### config.mk
export PLATFORM = sky130hd
export DESIGN_NAME = apb_req_arbiter
export DESIGN_NICKNAME = d
export VERILOG_FILES = /design/src/rtl/apb_req_arbiter.sv
export SDC_FILE = /design/constraint.sdc
export NUM_CORES = 1
export LEC_CHECK = 0
export BUFFER_PORTS_ARGS = -buffer_cell sky130_fd_sc_hd__buf_2
export CORE_AREA = 2 2 120 122
export CTS_BUF_LIST = sky130_fd_sc_hd__clkbuf_4
export DETAILED_ROUTE_END_ITERATION = 8
export DIE_AREA = 0 0 122 124
export PLACE_DENSITY_LB_ADDON = 0.05
export REMOVE_ABC_BUFFERS = 1
export SLEW_MARGIN = 20
export SYNTH_ARGS = -nofsm -noshare
export SYNTH_HDL_FRONTEND = slang
export SYNTH_SLANG_ARGS = --single-unit
### constraint.sdc
create_clock -name clk -period 3.12 [get_ports clk]
set_clock_uncertainty 0.2 [all_clocks]
set_input_delay 0.936 -clock clk [delete_from_list [all_inputs] [get_ports clk]]
set_output_delay 0.936 -clock clk [all_outputs]
set_load 0.02 [all_outputs]
### src/rtl/apb_req_arbiter.sv
// ---------------------------------------------------------------------------
// apb_req_arbiter
//
// Purpose:
//   Arbitrates four requesters onto a single APB-style master port. A winner
//   is picked round-robin in IDLE, its address/direction/write data are
//   latched into the bus registers, and a SETUP -> ACCESS sequence is run.
//   ACCESS ends either on pready or after TIMEOUT cycles without pready
//   (abort, flagged on err_o). The requester gets a one-cycle done_o pulse in
//   both cases. All outputs are registered.
//
// Parameters:
//   TIMEOUT   maximum ACCESS cycles without pready before abort (1..255)
//
// Ports:
//   clk        clock, rising edge
//   rst        asynchronous reset, active-low
//   req_i      [3:0]   per-requester transfer request, held until done
//   wr_i       [3:0]   per-requester direction, 1 = write, 0 = read
//   addr_i     [47:0]  packed addresses, requester k at [12k+11:12k]
//   wdata_i    [127:0] packed write data, requester k at [32k+31:32k]
//   gnt_o      [3:0]   one-hot grant, high from SETUP through ACCESS
//   done_o     [3:0]   one-cycle completion pulse to the granted requester
//   err_o              timeout flag, meaningful only while done_o != 0
//   rdata_o    [31:0]  read data of the last successfully completed read
//   psel, penable, pwrite, paddr[11:0], pwdata[31:0]  APB master outputs
//   sel_port   [2:0]   copy of paddr[10:8]
//   pready, prdata[31:0]  APB completer response
//   dbg_state  [1:0]   current FSM state (IDLE=0, SETUP=1, ACCESS=2)
//
// Requester handshake:
//   A requester raises req_i[k] (with wr_i/addr_i/wdata_i slice valid) and
//   keeps it high until it sees done_o[k]. done_o[k] is exactly one cycle;
//   err_o in that same cycle says whether the transfer timed out. The
//   request fields are sampled only in the cycle the requester wins, so they
//   may change afterwards, and dropping req_i[k] once granted does not cancel
//   the transfer. In the done_o cycle the finishing requester is not
//   eligible, so a still-high req_i[k] there is not mistaken for a new
//   request; it is considered again from the next cycle on.
// ---------------------------------------------------------------------------
module apb_req_arbiter #(
    parameter int TIMEOUT = 16
) (
    input  logic         clk,
    input  logic         rst,
    input  logic [3:0]   req_i,
    input  logic [3:0]   wr_i,
    input  logic [47:0]  addr_i,
    input  logic [127:0] wdata_i,
    output logic [3:0]   gnt_o,
    output logic [3:0]   done_o,
    output logic         err_o,
    output logic [31:0]  rdata_o,
    output logic         psel,
    output logic         penable,
    output logic         pwrite,
    output logic [11:0]  paddr,
    output logic [31:0]  pwdata,
    output logic [2:0]   sel_port,
    input  logic         pready,
    input  logic [31:0]  prdata,
    output logic [1:0]   dbg_state
);

    // -----------------------------------------------------------------------
    // FSM encoding
    // -----------------------------------------------------------------------
    localparam logic [1:0] ST_IDLE   = 2'd0;
    localparam logic [1:0] ST_SETUP  = 2'd1;
    localparam logic [1:0] ST_ACCESS = 2'd2;

    // Counter value at which a stalled ACCESS is abandoned. The counter
    // starts at 0 in the first ACCESS cycle, so aborting when it holds
    // TIMEOUT-1 gives exactly TIMEOUT ACCESS cycles.
    localparam logic [7:0] CNT_LAST = 8'(TIMEOUT - 1);

    logic [1:0]  state;
    logic [1:0]  last_grant;
    logic [7:0]  cnt;

    // -----------------------------------------------------------------------
    // Round-robin winner selection
    // -----------------------------------------------------------------------
    logic [3:0]  eligible;
    logic        any_eligible;
    logic [1:0]  winner;
    logic [3:0]  winner_oh;
    logic [11:0] win_addr;
    logic [31:0] win_wdata;
    logic        win_wr;

    // The requester finishing this cycle still has req_i high (it drops it
    // after seeing done_o), so it is masked out here.
    assign eligible     = req_i & ~done_o;
    assign any_eligible = |eligible;

    // Search order: last_grant+1, +2, +3, +4 (mod 4). The first hit wins;
    // last_grant itself is checked last, so it only wins when alone.
    always_comb begin
        logic       found;
        logic [1:0] idx;
        found  = 1'b0;
        winner = 2'd0;
        idx    = 2'd0;
        for (int i = 1; i <= 4; i++) begin
            idx = last_grant + 2'(i);
            if (!found && eligible[idx]) begin
                found  = 1'b1;
                winner = idx;
            end
        end
    end

    always_comb begin
        winner_oh         = 4'b0000;
        winner_oh[winner] = 1'b1;
    end

    assign win_addr  = addr_i[12*winner +: 12];
    assign win_wdata = wdata_i[32*winner +: 32];
    assign win_wr    = wr_i[winner];

    // -----------------------------------------------------------------------
    // Completion decode for the ACCESS state
    // -----------------------------------------------------------------------
    logic timed_out;
    logic finish;

    assign timed_out = !pready && (cnt == CNT_LAST);
    assign finish    = pready || timed_out;

    // -----------------------------------------------------------------------
    // Main sequential block. The bus output registers double as the latched
    // copy of the winner's request, so no separate request latch exists.
    // -----------------------------------------------------------------------
    always_ff @(posedge clk or negedge rst) begin
        if (!rst) begin
            state      <= ST_IDLE;
            last_grant <= 2'd3;
            cnt        <= 8'd0;
            gnt_o      <= 4'b0000;
            done_o     <= 4'b0000;
            err_o      <= 1'b0;
            rdata_o    <= 32'd0;
            psel       <= 1'b0;
            penable    <= 1'b0;
            pwrite     <= 1'b0;
            paddr      <= 12'd0;
            pwdata     <= 32'd0;
            sel_port   <= 3'd0;
        end else begin
            // Completion outputs are single-cycle pulses.
            done_o <= 4'b0000;
            err_o  <= 1'b0;

            case (state)
                ST_IDLE: begin
                    if (any_eligible) begin
                        state      <= ST_SETUP;
                        last_grant <= winner;
                        cnt        <= 8'd0;
                        gnt_o      <= winner_oh;
                        psel       <= 1'b1;
                        penable    <= 1'b0;
                        pwrite     <= win_wr;
                        paddr      <= win_addr;
                        sel_port   <= win_addr[10:8];
                        pwdata     <= win_wr ? win_wdata : 32'd0;
                    end
                end

                ST_SETUP: begin
                    state   <= ST_ACCESS;
                    penable <= 1'b1;
                end

                ST_ACCESS: begin
                    if (finish) begin
                        state   <= ST_IDLE;
                        done_o  <= gnt_o;
                        err_o   <= timed_out;
                        // Only a read that really completed updates rdata_o;
                        // an aborted read leaves the previous value.
                        if (pready && !pwrite) begin
                            rdata_o <= prdata;
                        end
                        gnt_o    <= 4'b0000;
                        psel     <= 1'b0;
                        penable  <= 1'b0;
                        pwrite   <= 1'b0;
                        paddr    <= 12'd0;
                        pwdata   <= 32'd0;
                        sel_port <= 3'd0;
                    end else begin
                        cnt <= cnt + 8'd1;
                    end
                end

                default: begin
                    state <= ST_IDLE;
                end
            endcase
        end
    end

    assign dbg_state = state;

endmodule

### Word-level counts from Yosys, hierarchy flattened

Cells that the tools add are included.

* output and inout port bits: 93
* bits in registers: 103

* reductions and logical operators: 22
* magnitude comparators: 6
* $add $sub $neg: 4
* bitwise logic cells: 2
* mux-type cells: 49
* multipliers: 1
* eq/ne operators: 6
* shift operators: 2

Operators by type and width (number)
* 128-bit by 8-bit indexed part select with 32-bit output: 1
* 32-bit two-way mux: 3
* 32-bit one-hot mux with 2 select lines: 1
* 48-bit by 7-bit indexed part select with 12-bit output: 1
* 12-bit two-way mux: 2
* 12-bit one-hot mux with 2 select lines: 1
* 4-bit two-way mux: 4
* 8-bit two-way mux: 2
* 8-bit one-hot mux with 2 select lines: 1
* 2-bit by 3-bit < comparator with 1-bit output, second input constant: 5
* 1-bit two-way mux: 15
* 2-bit two-way mux: 6
* 3-bit AND reduction: 4
* 1-bit binary-select mux with 2-bit select: 5
* 8-bit by 1-bit adder with 8-bit output, second input constant: 1
* 8-bit by 4-bit == test with 1-bit output, second input constant: 1
* 4-bit one-hot mux with 2 select lines: 1
* 1-bit logical AND: 6
* 3-bit two-way mux: 2
* 2-bit inequality test, second input constant: 3
* 2-bit one-hot mux with 3 select lines: 1
* 3-bit one-hot mux with 2 select lines: 1
* 1-bit logical NOT: 5
* 2-bit adder, second input constant: 2
* other kinds (16): 18

### Longest topological paths before layout

* depth after elaboration: 20
* mapped depth: 9
* depth with buffers taken out: 7

### Worst setup path before layout

OpenSTA, ideal clock, no wires.

* path kind: input port to flip-flop
* start point: input port req_i[0]
* end point: register pwdata[10]
* setup time: 0.124 ns
* setup slack: 0.261 ns
* cell stages on the path: 7
* data arrival time: 2.535 ns
* required time: 2.796 ns
* cell sequence: nor2b_1 > o211ai_1 > and3_1 > o211ai_1 > clkbuf_1 > a21oi_1 > a211o_1

* longest elaborated chain between the ends: 18

RTL lines
* start: declaration: RTL line 46 `input logic [3:0] req_i,`
* 4-bit AND (*): RTL line 94 `assign eligible = req_i & ~done_o;`
* parallel branches: the longest is 17 deep, another holds 1-bit binary-select mux with 2-bit select
* end signal: assignment: RTL line 168 `pwdata <= win_wr ? win_wdata : 32'd0;`
* end: declaration: RTL line 58 `output logic [31:0] pwdata,`

Every way passes the cells marked *. The select of a mux whose other input is x is not followed.
A chain may end at the register's enable or synchronous reset.

### Final worst setup path

* start point: input port req_i[0]
* end point: register pwdata[3]

The elaborated chain is that of the path after synthesis.

==> results.tsv <==
metric	value	unit
setup slack, reg-to-reg	0.53	ns
Avg WL per Cell	17.0	um
Netlist Area Pre-Place	5100	um2
number of max-cap violations	0	
Async SR Flop Fraction	100	%
Post-Synthesis Mean Instance Area	9.53	um2
GPL Wtd Cong	0.855	
Hold WC Path Type	input pin to async pin	
cell family with the largest share of critical-path delay	compound AO/OA/AOI/OAI gates	
Synth cell types	44	
sequential fraction of the synthesis area	49.1	%
final hold viol count	0	
CP most frequent cell	o211ai_1	
internal cell power	3.51	mW
largest fanout on the critical path	32	
initial antenna violation count	0	
Seq cells post-synth	100	
Root Buffer	clkbuf_4	
FP Rows	43	
prevailing post-synth register cell	dfrtp_1	
Sw Ratio	46.0	%
RSZ-0062 raised after global routing	false	
Post-CTS Setup Inserts	0	
Detailed Route Iter0 Violations	220	
CTS H-tree depth	3	
Core Footprint	13700	um2
Antenna diodes	0	
Critical Path AT	2.83	ns
worst-case reg-to-reg path depth	5	
Worst path depth	8	
Max Slew Vio Count	0	
RR Startpoint	cnt[4]$_DFFE_PN0P_	
Hold-fix buffers, CTS	0	
Die W	122	um
commonest non-fill, non-tap cell in the layout	buf_2	
EDFF count, synth	0	
Clock Tree Buf Depth	2	
non-filler cells, final	1022	
final WL	17.3	mm
CTS sink cnt	100	
critical path launch point	req_i[0]	
Clk Latency, worst-skew pair	0.46	ns
WP buf/inv	2	
Clock Pin Slew Worst Setup and Hold Paths	0.16	ns
switching power	2.99	mW
critical path class	input pin to flop	
Worst path max stage delay	0.38	ns
area grow syn2layout	38.5	%
Pwr Density	921	nW/um2
port buffer count	311	
post-cts resize count	0	
Layout fillers	1325	
Worst setup endpoint	pwdata[3]$_DFFE_PN0P_	
Fin Hold WS	0.225	ns
Clk pwr share	11.6	%
combinational share of power	55.1	%
Max Clk Rate	376	MHz
Slew HR	62.3	%
R2R Path End	pwdata[11]$_DFFE_PN0P_	
final setup vio count	0	
Gate Count Post-Synth	535	
crit-path cells	buf_2 -> nor2b_1 -> o211ai_1 -> and3_1 -> o211ai_1 -> buf_12 -> a21oi_1 -> a211o_1	
most frequent cells in the layout	buf_2, nand2_1, dfrtp_1, a21oi_1	
Ys Warns	0	
# IOs	312	
Pleak	4.00	nW
Slew @ Worst Pin	0.564	ns
Routed Antenna Nets	0	
Worst VDD drop	496	uV
Max stage delay cell, worst path	nor2b_1	
sequential share of power	33.3	%
DIE AREA	15100	um2
CTS tree	yes	
share of the synthesized area in the top cell type	48.1	%
Chip Height	124	um
Detail Placement HPWL	13.3	mm
Tmin final	2.66	ns
status	complete, no violations	
DR vias	5185	
total CTS buffers	9	
startpoint class of the critical path	input pin	
Post-layout nets	1057	
placed cells	1006	
vias in the first global route	5067	
Starting Density	37.2	%
TritonRoute pass-1 iters	4	
first-pass GRT wire length	25.8	mm
Critical Path RT	3.29	ns
gr ovfl total	0	
ratio of cells with drive above 1 in the final layout	45.8	%
cell taking the most area after synthesis	dfrtp_1	
pin count of the biggest net entering global routing	65	
Vias/cell	5.07	
GRT Resource Usage Total	22.1	%
Crit. End Element	flop	
fin crit share	85.2	%
DRC errors left	0	
dominant cells by area after synthesis	dfrtp_1, nand2_1, mux2_2, a21oi_1, a211o_1	
==> worst min path at each step <==
stage / from / endpoint / cells past startpoint
after floorplan: last_grant[1]$_DFFE_PN1P_ / last_grant[1]$_DFFE_PN1P_ / 2
after global placement: psel$_DFFE_PN0P_ / psel$_DFFE_PN0P_ / 1
final: rst / penable$_DFFE_PN0P_ / 1
after detailed placement: psel$_DFFE_PN0P_ / psel$_DFFE_PN0P_ / 1
after global routing: rst / paddr[0]$_DFFE_PN0P_ / 1
after CTS: rst / paddr[0]$_DFFE_PN0P_ / 1
==> power by group through the flow <==
stage / Clock [mW] / Sequential (mW) / Combinational, mW
3_5_place_dp: 0 / 2.18 / 3.64
5_1_grt: 0.830 / 2.23 / 3.91
4_1_cts: 0.797 / 2.16 / 3.64
2_1_floorplan: 0 / 2.83 / 1.54
6_report: 0.758 / 2.16 / 3.58
3_3_place_gp: 0 / 2.16 / 3.59
==> layout make-up <==
type,count,area (um2),area share [%]
repair buffers,330,1780,25.1
multi-input cells,389,2370,33.6
well taps,180,225,3.19
inverters,7,26.3,0.372
flip-flops and latches,100,2500,35.5
clock inverters,7,91.3,1.29
clock buffers,9,67.6,0.956
==> through the flow <==
stage | setup slack, ns | util (%) | TNS, ns | power [mW] | instance area [um2]
global route | 0.354 | 51.5 | 0 | 6.97 | 7070
global placement | 0.110 | 50.3 | 0 | 5.75 | 6910
finish | 0.463 | 51.5 | 0 | 6.51 | 7070
CTS | 0.513 | 51.5 | 0 | 6.60 | 7070
floorplan | -1.04 | - | -71.24 | 4.36 | 4890
detailed placement | -0.00110 | 50.3 | -0.00115 | 5.82 | 6910
==> layer usage <==
| layer | global-route usage (%) | routed length [um] |
|---|---|---|
| met1 | 25.9 | 6760 |
| met4 | 7.90 | 261 |
| met5 | 0 | 0 |
| met3 | 5.40 | 1400 |
| met2 | 39.4 | 8920 |
==> state kept, by name, indices dropped and copies added, names as in the netlist, 2 cells and up <==
name and count:
pwdata 32, rdata_o 32, cnt 8, last_grant 2
gnt_o 4, paddr 12, done_o 4, dbg_state 2
==> cell usage after synthesis (5+ instances only) <==
cell type,n
dfrtp_1,98
nor2_1,15
clkbuf_1,24
o21ai_0,8
mux2i_1,24
nand2_1,152
buf_4,5
o221ai_1,12
a21oi_1,64
and2_1,6
buf_6,5
a211o_1,32
inv_1,7
mux2_2,32
==> kinds of logic after synthesis <==
group,after synthesis,share of synthesized area [%]
compound gates,134,17.8
buf+inv,46,4.59
xor+xnor,6,1.03
simple gates,192,15.4
flops,100,49.1
mux,56,11.8
fa+ha+maj,1,0.245
Note: power is estimated with default switching activity, not from simulation.
